$ cat src/rtl/column_timer_if.sv
// Bus between column_timer and the column/LED read controller.
// master: read-control FSM side; slave: the timer itself.
interface column_timer_if #(
  parameter int unsigned COL_SHIFT = 8,
  parameter int unsigned CNT_W     = 24
);
  logic                 load_crt;
  logic                 reset_new;
  logic                 new_col;
  logic                 done_crt;
  logic [COL_SHIFT-1:0] col_idx;
  logic                 period_valid;
  logic [CNT_W-1:0]     interval;

  modport master (
    output load_crt, reset_new,
    input  new_col, done_crt, col_idx, period_valid, interval
  );

  modport slave (
    input  load_crt, reset_new,
    output new_col, done_crt, col_idx, period_valid, interval
  );
endinterface

$ cat src/rtl/column_timer.sv
// Column-rate timer for the POV display.
// Measures the rotor period from the hall sensor and, on load_crt, sweeps
// 2^COL_SHIFT equal column slots, flagging each slot on new_col and the end
// of the sweep on done_crt.
// Optional: define SYNC_ON_HALL_EN to let an accepted hall edge end a running
// sweep early, realigning column 0 with the index mark.
module column_timer #(
  parameter int unsigned COL_SHIFT  = 8,
  parameter int unsigned CNT_W      = 24,
  parameter int unsigned MIN_PERIOD = 1024
) (
  input  logic          clk,
  input  logic          rst,
  input  logic          hall,
  column_timer_if.slave bus
);

  localparam logic [CNT_W-1:0]     CNT_MAX  = '1;
  localparam logic [CNT_W-1:0]     MIN_P    = CNT_W'(MIN_PERIOD);
  localparam logic [COL_SHIFT-1:0] LAST_COL = '1;

  typedef enum logic [1:0] {S_IDLE, S_RUN, S_DONE} state_t;

  // hall synchroniser / period measurement
  logic             hall_meta_q, hall_meta_d;
  logic             hall_sync_q, hall_sync_d;
  logic             hall_prev_q, hall_prev_d;
  logic [CNT_W-1:0] cnt_q, cnt_d;
  logic             first_q, first_d;
  logic [CNT_W-1:0] period_q, period_d;
  logic             pvalid_q, pvalid_d;
  logic             hall_rise, hall_acc, timed_out, sync_end;
  logic [CNT_W-1:0] shifted, ival;

  // column sweep
  state_t               state_q, state_d;
  logic [CNT_W-1:0]     down_q, down_d;
  logic [CNT_W-1:0]     sweep_ival_q, sweep_ival_d;
  logic [COL_SHIFT-1:0] col_q, col_d;
  logic                 done_q, done_d;
  logic                 new_col_q, new_col_d;

  // Synchronise hall, qualify edges against MIN_PERIOD, latch the period.
  // A saturated counter is a timeout: the next edge restarts acquisition.
  always_comb begin
    hall_meta_d = hall;
    hall_sync_d = hall_meta_q;
    hall_prev_d = hall_sync_q;
    hall_rise   = hall_sync_q & ~hall_prev_q;
    timed_out   = (cnt_q == CNT_MAX);
    hall_acc    = hall_rise && (first_q || timed_out || (cnt_q >= MIN_P));
    cnt_d       = timed_out ? cnt_q : cnt_q + 1'b1;
    first_d     = first_q | timed_out;
    pvalid_d    = pvalid_q & ~timed_out;
    period_d    = period_q;
    if (hall_acc) begin
      cnt_d   = CNT_W'(1);
      first_d = 1'b0;
      if (!(first_q || timed_out)) begin
        period_d = cnt_q;
        pvalid_d = 1'b1;
      end
    end
    shifted = period_q >> COL_SHIFT;
    ival    = '0;
    if (period_q != '0) ival = (shifted == '0) ? CNT_W'(1) : shifted;
  end

  // Measurement registers.
  always_ff @(posedge clk or negedge rst) begin
    if (!rst) begin
      hall_meta_q <= 1'b0;
      hall_sync_q <= 1'b0;
      hall_prev_q <= 1'b0;
      cnt_q       <= '0;
      first_q     <= 1'b1;
      period_q    <= '0;
      pvalid_q    <= 1'b0;
    end else begin
      hall_meta_q <= hall_meta_d;
      hall_sync_q <= hall_sync_d;
      hall_prev_q <= hall_prev_d;
      cnt_q       <= cnt_d;
      first_q     <= first_d;
      period_q    <= period_d;
      pvalid_q    <= pvalid_d;
    end
  end

`ifdef SYNC_ON_HALL_EN
  assign sync_end = hall_acc;
`else
  assign sync_end = 1'b0;
`endif

  // Sweep FSM: interval is captured at load so a mid-sweep period change
  // only affects the next sweep. A tick setting new_col beats reset_new.
  always_comb begin
    state_d      = state_q;
    down_d       = down_q;
    sweep_ival_d = sweep_ival_q;
    col_d        = col_q;
    done_d       = done_q;
    new_col_d    = new_col_q & ~bus.reset_new;
    case (state_q)
      S_IDLE, S_DONE: begin
        if (bus.load_crt && pvalid_q) begin
          state_d      = S_RUN;
          col_d        = '0;
          done_d       = 1'b0;
          sweep_ival_d = ival;
          down_d       = ival - 1'b1;
        end
      end
      S_RUN: begin
        if (sync_end) begin
          done_d  = 1'b1;
          col_d   = '0;
          state_d = S_DONE;
        end else if (down_q == '0) begin
          new_col_d = 1'b1;
          col_d     = col_q + 1'b1;
          down_d    = sweep_ival_q - 1'b1;
          if (col_q == LAST_COL) begin
            done_d  = 1'b1;
            state_d = S_DONE;
          end
        end else begin
          down_d = down_q - 1'b1;
        end
      end
      default: state_d = S_IDLE;
    endcase
  end

  // Sweep registers.
  always_ff @(posedge clk or negedge rst) begin
    if (!rst) begin
      state_q      <= S_IDLE;
      down_q       <= '0;
      sweep_ival_q <= '0;
      col_q        <= '0;
      done_q       <= 1'b0;
      new_col_q    <= 1'b0;
    end else begin
      state_q      <= state_d;
      down_q       <= down_d;
      sweep_ival_q <= sweep_ival_d;
      col_q        <= col_d;
      done_q       <= done_d;
      new_col_q    <= new_col_d;
    end
  end

  assign bus.new_col      = new_col_q;
  assign bus.done_crt     = done_q;
  assign bus.col_idx      = col_q;
  assign bus.period_valid = pvalid_q;
  assign bus.interval     = ival;

endmodule
$ cat src/flat_wrapper.sv
// flat-port wrapper written by rule: the top's interface ports become plain ports
module column_timer_flat 
#(
  parameter int unsigned COL_SHIFT  = 8,
  parameter int unsigned CNT_W      = 24,
  parameter int unsigned MIN_PERIOD = 1024
)
  (clk, rst, hall, bus_load_crt, bus_reset_new, bus_new_col, bus_done_crt, bus_col_idx, bus_period_valid, bus_interval);
  column_timer_if #(.COL_SHIFT(COL_SHIFT), .CNT_W(CNT_W)) bus_i ();
  input  logic clk;
  input  logic rst;
  input  logic hall;
  input wire logic [$bits(bus_i.load_crt)-1:0] bus_load_crt;
  input wire logic [$bits(bus_i.reset_new)-1:0] bus_reset_new;
  output wire logic [$bits(bus_i.new_col)-1:0] bus_new_col;
  output wire logic [$bits(bus_i.done_crt)-1:0] bus_done_crt;
  output wire logic [$bits(bus_i.col_idx)-1:0] bus_col_idx;
  output wire logic [$bits(bus_i.period_valid)-1:0] bus_period_valid;
  output wire logic [$bits(bus_i.interval)-1:0] bus_interval;
  assign bus_i.load_crt = bus_load_crt;
  assign bus_i.reset_new = bus_reset_new;
  assign bus_new_col = bus_i.new_col;
  assign bus_done_crt = bus_i.done_crt;
  assign bus_col_idx = bus_i.col_idx;
  assign bus_period_valid = bus_i.period_valid;
  assign bus_interval = bus_i.interval;
  column_timer #(.COL_SHIFT(COL_SHIFT), .CNT_W(CNT_W), .MIN_PERIOD(MIN_PERIOD)) u_core (.clk(clk), .rst(rst), .hall(hall), .bus(bus_i));
endmodule
$ cat config.mk
export PLATFORM = sky130hd
export DESIGN_NAME = column_timer_flat
export DESIGN_NICKNAME = d
export VERILOG_FILES = /design/src/rtl/column_timer_if.sv /design/src/rtl/column_timer.sv /design/src/flat_wrapper.sv
export SDC_FILE = /design/constraint.sdc
export NUM_CORES = 1
export LEC_CHECK = 0
export ABC_AREA = 1
export CORE_MARGIN = 1.5
export CORE_UTILIZATION = 43
export CTS_CLUSTER_SIZE = 24
export DETAILED_ROUTE_END_ITERATION = 7
export GPL_TIMING_DRIVEN = 1
export PLACE_DENSITY = 0.64
export SKIP_CTS_REPAIR_TIMING = 1
export SYNTH_ARGS = -nofsm -noshare
export SYNTH_HDL_FRONTEND = slang
export SYNTH_SLANG_ARGS = --single-unit
$ cat constraint.sdc
create_clock -name clk -period 2.75 [get_ports clk]
set_input_delay 0.275 -clock clk [delete_from_list [all_inputs] [get_ports clk]]
set_output_delay 0.275 -clock clk [all_outputs]
set_load 0.02 [all_outputs]
# After elaboration in Yosys (flattened, before gate mapping)
# Index checks and enable logic that the tools add are counted.
# totals
latch_bits,0
n_memories,0
wordCells,74
mem_bits_rw,0
out_inout_bits,35
reg_bits,113
in_bits,5
rom_bits,0
# op_classes
reduce_logical,16
order_cmp,1
muxes,23
multipliers,0
bitwise_logic,8
n_addsub,5
div,0
n_eq_ne,8
n_shift,0
# op_table
cell,n
$mux W24,5
$sub A24 B1 Y24 const B,3
$logic_not A24 Y1,2
$pmux W24 S2,1
$add A24 B1 Y24 const B,1
$eq A24 B24 Y1 const B,1
$ge A24 B11 Y1 const B,1
$reduce_bool A24 Y1,1
$mux W16,1
$mux W8,2
$pmux W8 S2,1
$add A8 B1 Y8 const B,1
$eq A8 B8 Y1 const B,1
$mux W1,8
$ne A2 B1 Y1 const B,4
$mux W2,3
$reduce_and A2 Y1,3
$reduce_and A3 Y1,2
$not A1 Y1,4
$pmux W2 S2,1
$reduce_and A4 Y1,1
$and A1 B1 Y1,3
$eq A2 B1 Y1 const B,1
$eq A2 B2 Y1 const B,1
7 further kinds,9

# Depth between registers and ports, before layout
# logic_depth
depth_word,6
depth_mapped,18
depth_no_buf,18

# Least setup slack after synthesis
# OpenSTA, ideal clock, no wires.
# synth_timing
path_kind,flip-flop to flip-flop
from,reg u_core.period_q[15]
to,reg u_core.down_q[16]
n_path_buf,0
t_required_ns,2.637
setup_slack_ns,0.401
stages_incl_launch_ff,18
period_less_slack_ns,2.349
setup_ns,0.113
arrival_time_ns,2.236
path_cell_list,dfrtp_1 > nor2_1 > nand2_1 > nor2_1 > nand2_1 > o21ai_0 > nand2_1 > nand2_1 > nor2_2 > ha_1 > nand4_1 > nor2_1 > nand3_1 > nor2_2 > nand2_1 > nand2_1 > nand2_1 > inv_1
# synth_between
elab_chain_len,6
elab_cells_between_ends,7
classes_between,add/sub (1); mux (4); reduce/logical (2)
# synth_lines
element,line,rtl
"start, declared",column_timer.sv:30,"logic [CNT_W-1:0] period_q, period_d;"
"start signal, assigned",column_timer.sv:85,period_q <= period_d;
$logic_not A24 Y1,column_timer.sv:66,if (period_q != '0) ival = (shifted == '0) ? CNT_W'(1) : shifted;
$mux W16,column_timer.sv:66,
$mux W24 *,column_timer.sv:66,
net bus_interval[0],flat_wrapper.sv:19,output wire logic [$bits(bus_i.interval)-1:0] bus_interval;
$sub A24 B1 Y24 *,column_timer.sv:112,down_d = ival - 1'b1;
$mux W24 *,column_timer.sv:107,if (bus.load_crt && pvalid_q) begin
$pmux W24 S2 *,column_timer.sv:105,case (state_q)
"end signal, assigned",column_timer.sv:147,down_q <= down_d;
"end, declared",column_timer.sv:37,"logic [CNT_W-1:0] down_q, down_d;"
# The timed path passes the listed nets; every way through them passes the cells marked *. The select of a mux whose other input is x is not followed.
# A chain may end at the register's enable or synchronous reset.

# Worst setup path in the final report
# layout_timing
from,reg u_core.down_q[9]
to,reg u_core.down_q[17]
# layout_between
elab_chain_len,3
elab_cells_between_ends,4
classes_between,add/sub (1); mux (2); reduce/logical (1)
# layout_lines
element,line,rtl
$sub A24 B1 Y24 / $logic_not A24 Y1 (equally long branches),"column_timer.sv:129, column_timer.sv:120",
$mux W24 *,column_timer.sv:120,end else if (down_q == '0) begin
$pmux W24 S2 *,column_timer.sv:105,
# Every way passes the cells marked *; elsewhere a longest branch is shown, timed or not.

==> flow_metrics.py <==
metrics = {
    "clock_tree": {
        "root_buffer": "clkbuf_16",
        "cts.path.max_buffers": 2,
        "tritoncts": "done",
        "cts_htree_levels": 3,
        "clkTransAtPathRegs_ps": 70,
        "clock_sinks": 105,
        "clock_latency_ps": 360,
        "cts-buffers-inserted": 9,
    },
    "sta": {
        "worst_pin_slew_ps": 640,
        "finalHoldViolCount": 0,
        "maxSlewHeadroom_pct": 57.3,
        "clock_skew_ps": 9.88,
        "grt_setup_unrepaired": "false",
        "period_share_pct": 92.3,
        "fmax_mhz": 394,
        "hold_slack_ps": 354,
        "final.setup.tns_ps": 0,
        "drv_slew": 0,
        "setup_slack_ps": 212,
        "setup_viol": 0,
        "min_period_ps": 2540,
    },
    "route": {
        "drt_iter0_drc": 272,
        "ant_nets": 0,
        "wl_per_cell_um": 14.4,
        "drc": 0,
        "vias": 5154,
        "via_per_inst": 5.01,
        "drtPass1Iterations": 5,
        "finalWirelength_mm": 14.8,
    },
    "cells_and_area": {
        "num_antenna_cells": 0,
        "drive_gt1_share_pct": 10.2,
        "stdcell_count": 1028,
        "fill_cells": 1341,
        "syn_to_final_growth_pct": 13.4,
        "fin_nets": 856,
    },
    "place": {
        "placed_cells": 1011,
        "io_buffers": 31,
        "place_congestion": 0.940,
        "pre_cts_ws_ps": 162,
        "hpwl_mm": 11.3,
    },
    "floorplan": {
        "die-width_um": 121,
        "rows": 42,
        "start_util_pct": 44.5,
        "io_pins": 40,
        "die_h_um": 121,
        "core_um2": 13400,
        "die-area_um2": 14600,
    },
    "global_route": {
        "antenna_found_initial": 0,
        "grt_pass1_vias": 5041,
        "track_usage_pct": 21.9,
        "grt_max_degree": 49,
        "overflow": 0,
        "grt_pass1_wl_mm": 24.9,
    },
    "worst_setup_path": {
        "critPathRequiredTime_ps": 3000,
        "critPathArrivalTime_ps": 2790,
        "crit_fanout": 13,
        "worstSetupEndpointType": "flop",
        "r2r_setup_slack_ps": 210,
        "cp-start-kind": "flop",
        "crit_type": "reg -> reg",
    },
    "logic_synthesis": {
        "syn_area_per_cell_um2": 7.27,
        "synth.cell_area_um2": 5960,
        "synth_cells": 820,
        "synth_edf_count": 0,
        "synth-main-ff-cell": "dfrtp_1",
        "synthArstFlopShare_pct": 100,
        "synth_cell_type_count": 37,
        "yosys_register_bits": 105,
        "seq_area_frac_synth_pct": 44.1,
        "yosysWarnings": 0,
    },
    "pwr": {
        "leakage_nw": 3.30,
        "powerDensity_nw_per_um2": 439,
        "ir_drop_mv": 0.380,
    },
    "outcome": {
        "status": "finished, final reports clean",
    },
    "hold_path": {
        "hp-class": "reg -> reg",
    },
    "job": {
        "maxCapViolCount": 0,
    },
}
## cells by family after synthesis
group / count (synthesis) / synth area share [%]
XOR/XNOR: 9 / 1.32
other: 1 / 0.0629
adder cells (fa/ha/maj): 4 / 0.839
flip-flops: 105 / 44.1
AND/OR/NAND/NOR: 464 / 34.7
buffers and inverters: 143 / 10.2
AO/OA/AOI/OAI: 94 / 8.75
## Yosys cell counts, types with 6 or more instances
library cell  instances  area (um2)
nand2_1             226         848
dfrtp_1             104        2600
nor2_1              103         387
inv_1                97         364
nand3_1              57         285
o21ai_0              40         200
clkbuf_1             21        78.8
nand4_1              19         119
o21ai_1              19        95.1
a21oi_1              17        85.1
nor3_1               17        85.1
nor2_2               14        87.6
buf_4                 8        60.1
nand3_2               7        70.1
xor2_1                7        61.3
nand2_4               6        67.6
## state kept, by name, summed over array words and instances (netlist names)
| signal | count |
|---|---|
| u_core.down_q | 24 |
| u_core.bus.new_col | 1 |
| u_core.hall_prev_d | 1 |
| u_core.hall_prev_q | 1 |
| u_core.hall_meta_q | 1 |
| u_core.cnt_q | 24 |
| u_core.sweep_ival_q | 16 |
| u_core.bus.done_crt | 1 |
| u_core.state_q | 2 |
| u_core.bus.period_valid | 1 |
| u_core.first_q | 1 |
| u_core.period_q | 24 |
| u_core.bus.col_idx | 8 |
## worst max-delay path, stage by stage, from the launching register on
cell and delay, ps:
dfrtp_1 400, nor2_1 160, nand2_1 90, nor2_2 150, nand3_2 120, buf_4 210, nand3_1 90, nand3_1 180
nor2_2 220, nand2_2 120, nor3_1 440, nand3_1 140, nand2_1 80, inv_1 40
## per-layer routing
metal,track usage [%],part of all wire (%)
met3,5.61,4.8
met4,6.76,2.1
met2,36.5,48
met5,0,0
met1,27.9,45
## area by class of cell
class                   count  area, um2  share of cell area (%)
well taps                 176        220                    3.26
repair buffers             49        445                    6.59
clock buffers              11        243                    3.59
inverters                 103        392                    5.79
clock inverters             5       63.8                   0.944
multi-input cells         579       2770                    40.9
flip-flops and latches    105       2630                    38.9
## power by group
part	internal [mW]	switching (mW)	total, mW
registers	1.56	0.00649	1.56
logic	0.0191	0.0558	0.0750
clock network	0.738	0.593	1.33
total	2.31	0.655	2.97
## final timing paths
kind / from / endpoint / depth (start not counted)
worst min register to register: u_core.hall_meta_q$_DFF_PN0_ / u_core.hall_prev_d$_DFF_PN0_ / 0
worst max-delay path: u_core.down_q[9]$_DFFE_PN0P_ / u_core.down_q[17]$_DFFE_PN0P_ / 13
min in group asynchronous: rst / u_core.bus.col_idx[6]$_DFFE_PN0P_ / 2
max in group asynchronous: rst / u_core.cnt_q[21]$_DFFE_PN0P_ / 3
worst max register to register: u_core.down_q[9]$_DFFE_PN0P_ / u_core.down_q[17]$_DFFE_PN0P_ / 13
worst min-delay path: u_core.hall_meta_q$_DFF_PN0_ / u_core.hall_prev_d$_DFF_PN0_ / 0
## cell usage in the layout (no fill, tap or decap), drive strengths merged
cell	instances
a211oi	5
a21oi	17
a22o	1
a31oi	4
buf	18
bufinv	1
clkbuf	11
clkdlybuf4s50	30
clkinv	1
clkinvlp	3
conb	8
dfrtp	104
dfstp	1
dlygate4sd3	1
ha	4
inv	103
nand2	236
nand3	64
nand4	19
nor2	121
nor3	19
nor3b	1
nor4	3
o21ai	64
o21bai	1
o31ai	2
or2	1
xnor2	2
xor2	7
## stage by stage
step	total power [mW]	instance area (um2)	utilization (%)
final	2.97	6760	50.4
after floorplan	1.62	5990	-
after CTS	3.00	6740	50.3
after global placement	1.67	6430	48.0
after detailed placement	1.67	6430	48.0
after global routing	3.07	6760	50.4
No activity file was read; power rests on OpenSTA's default activity.
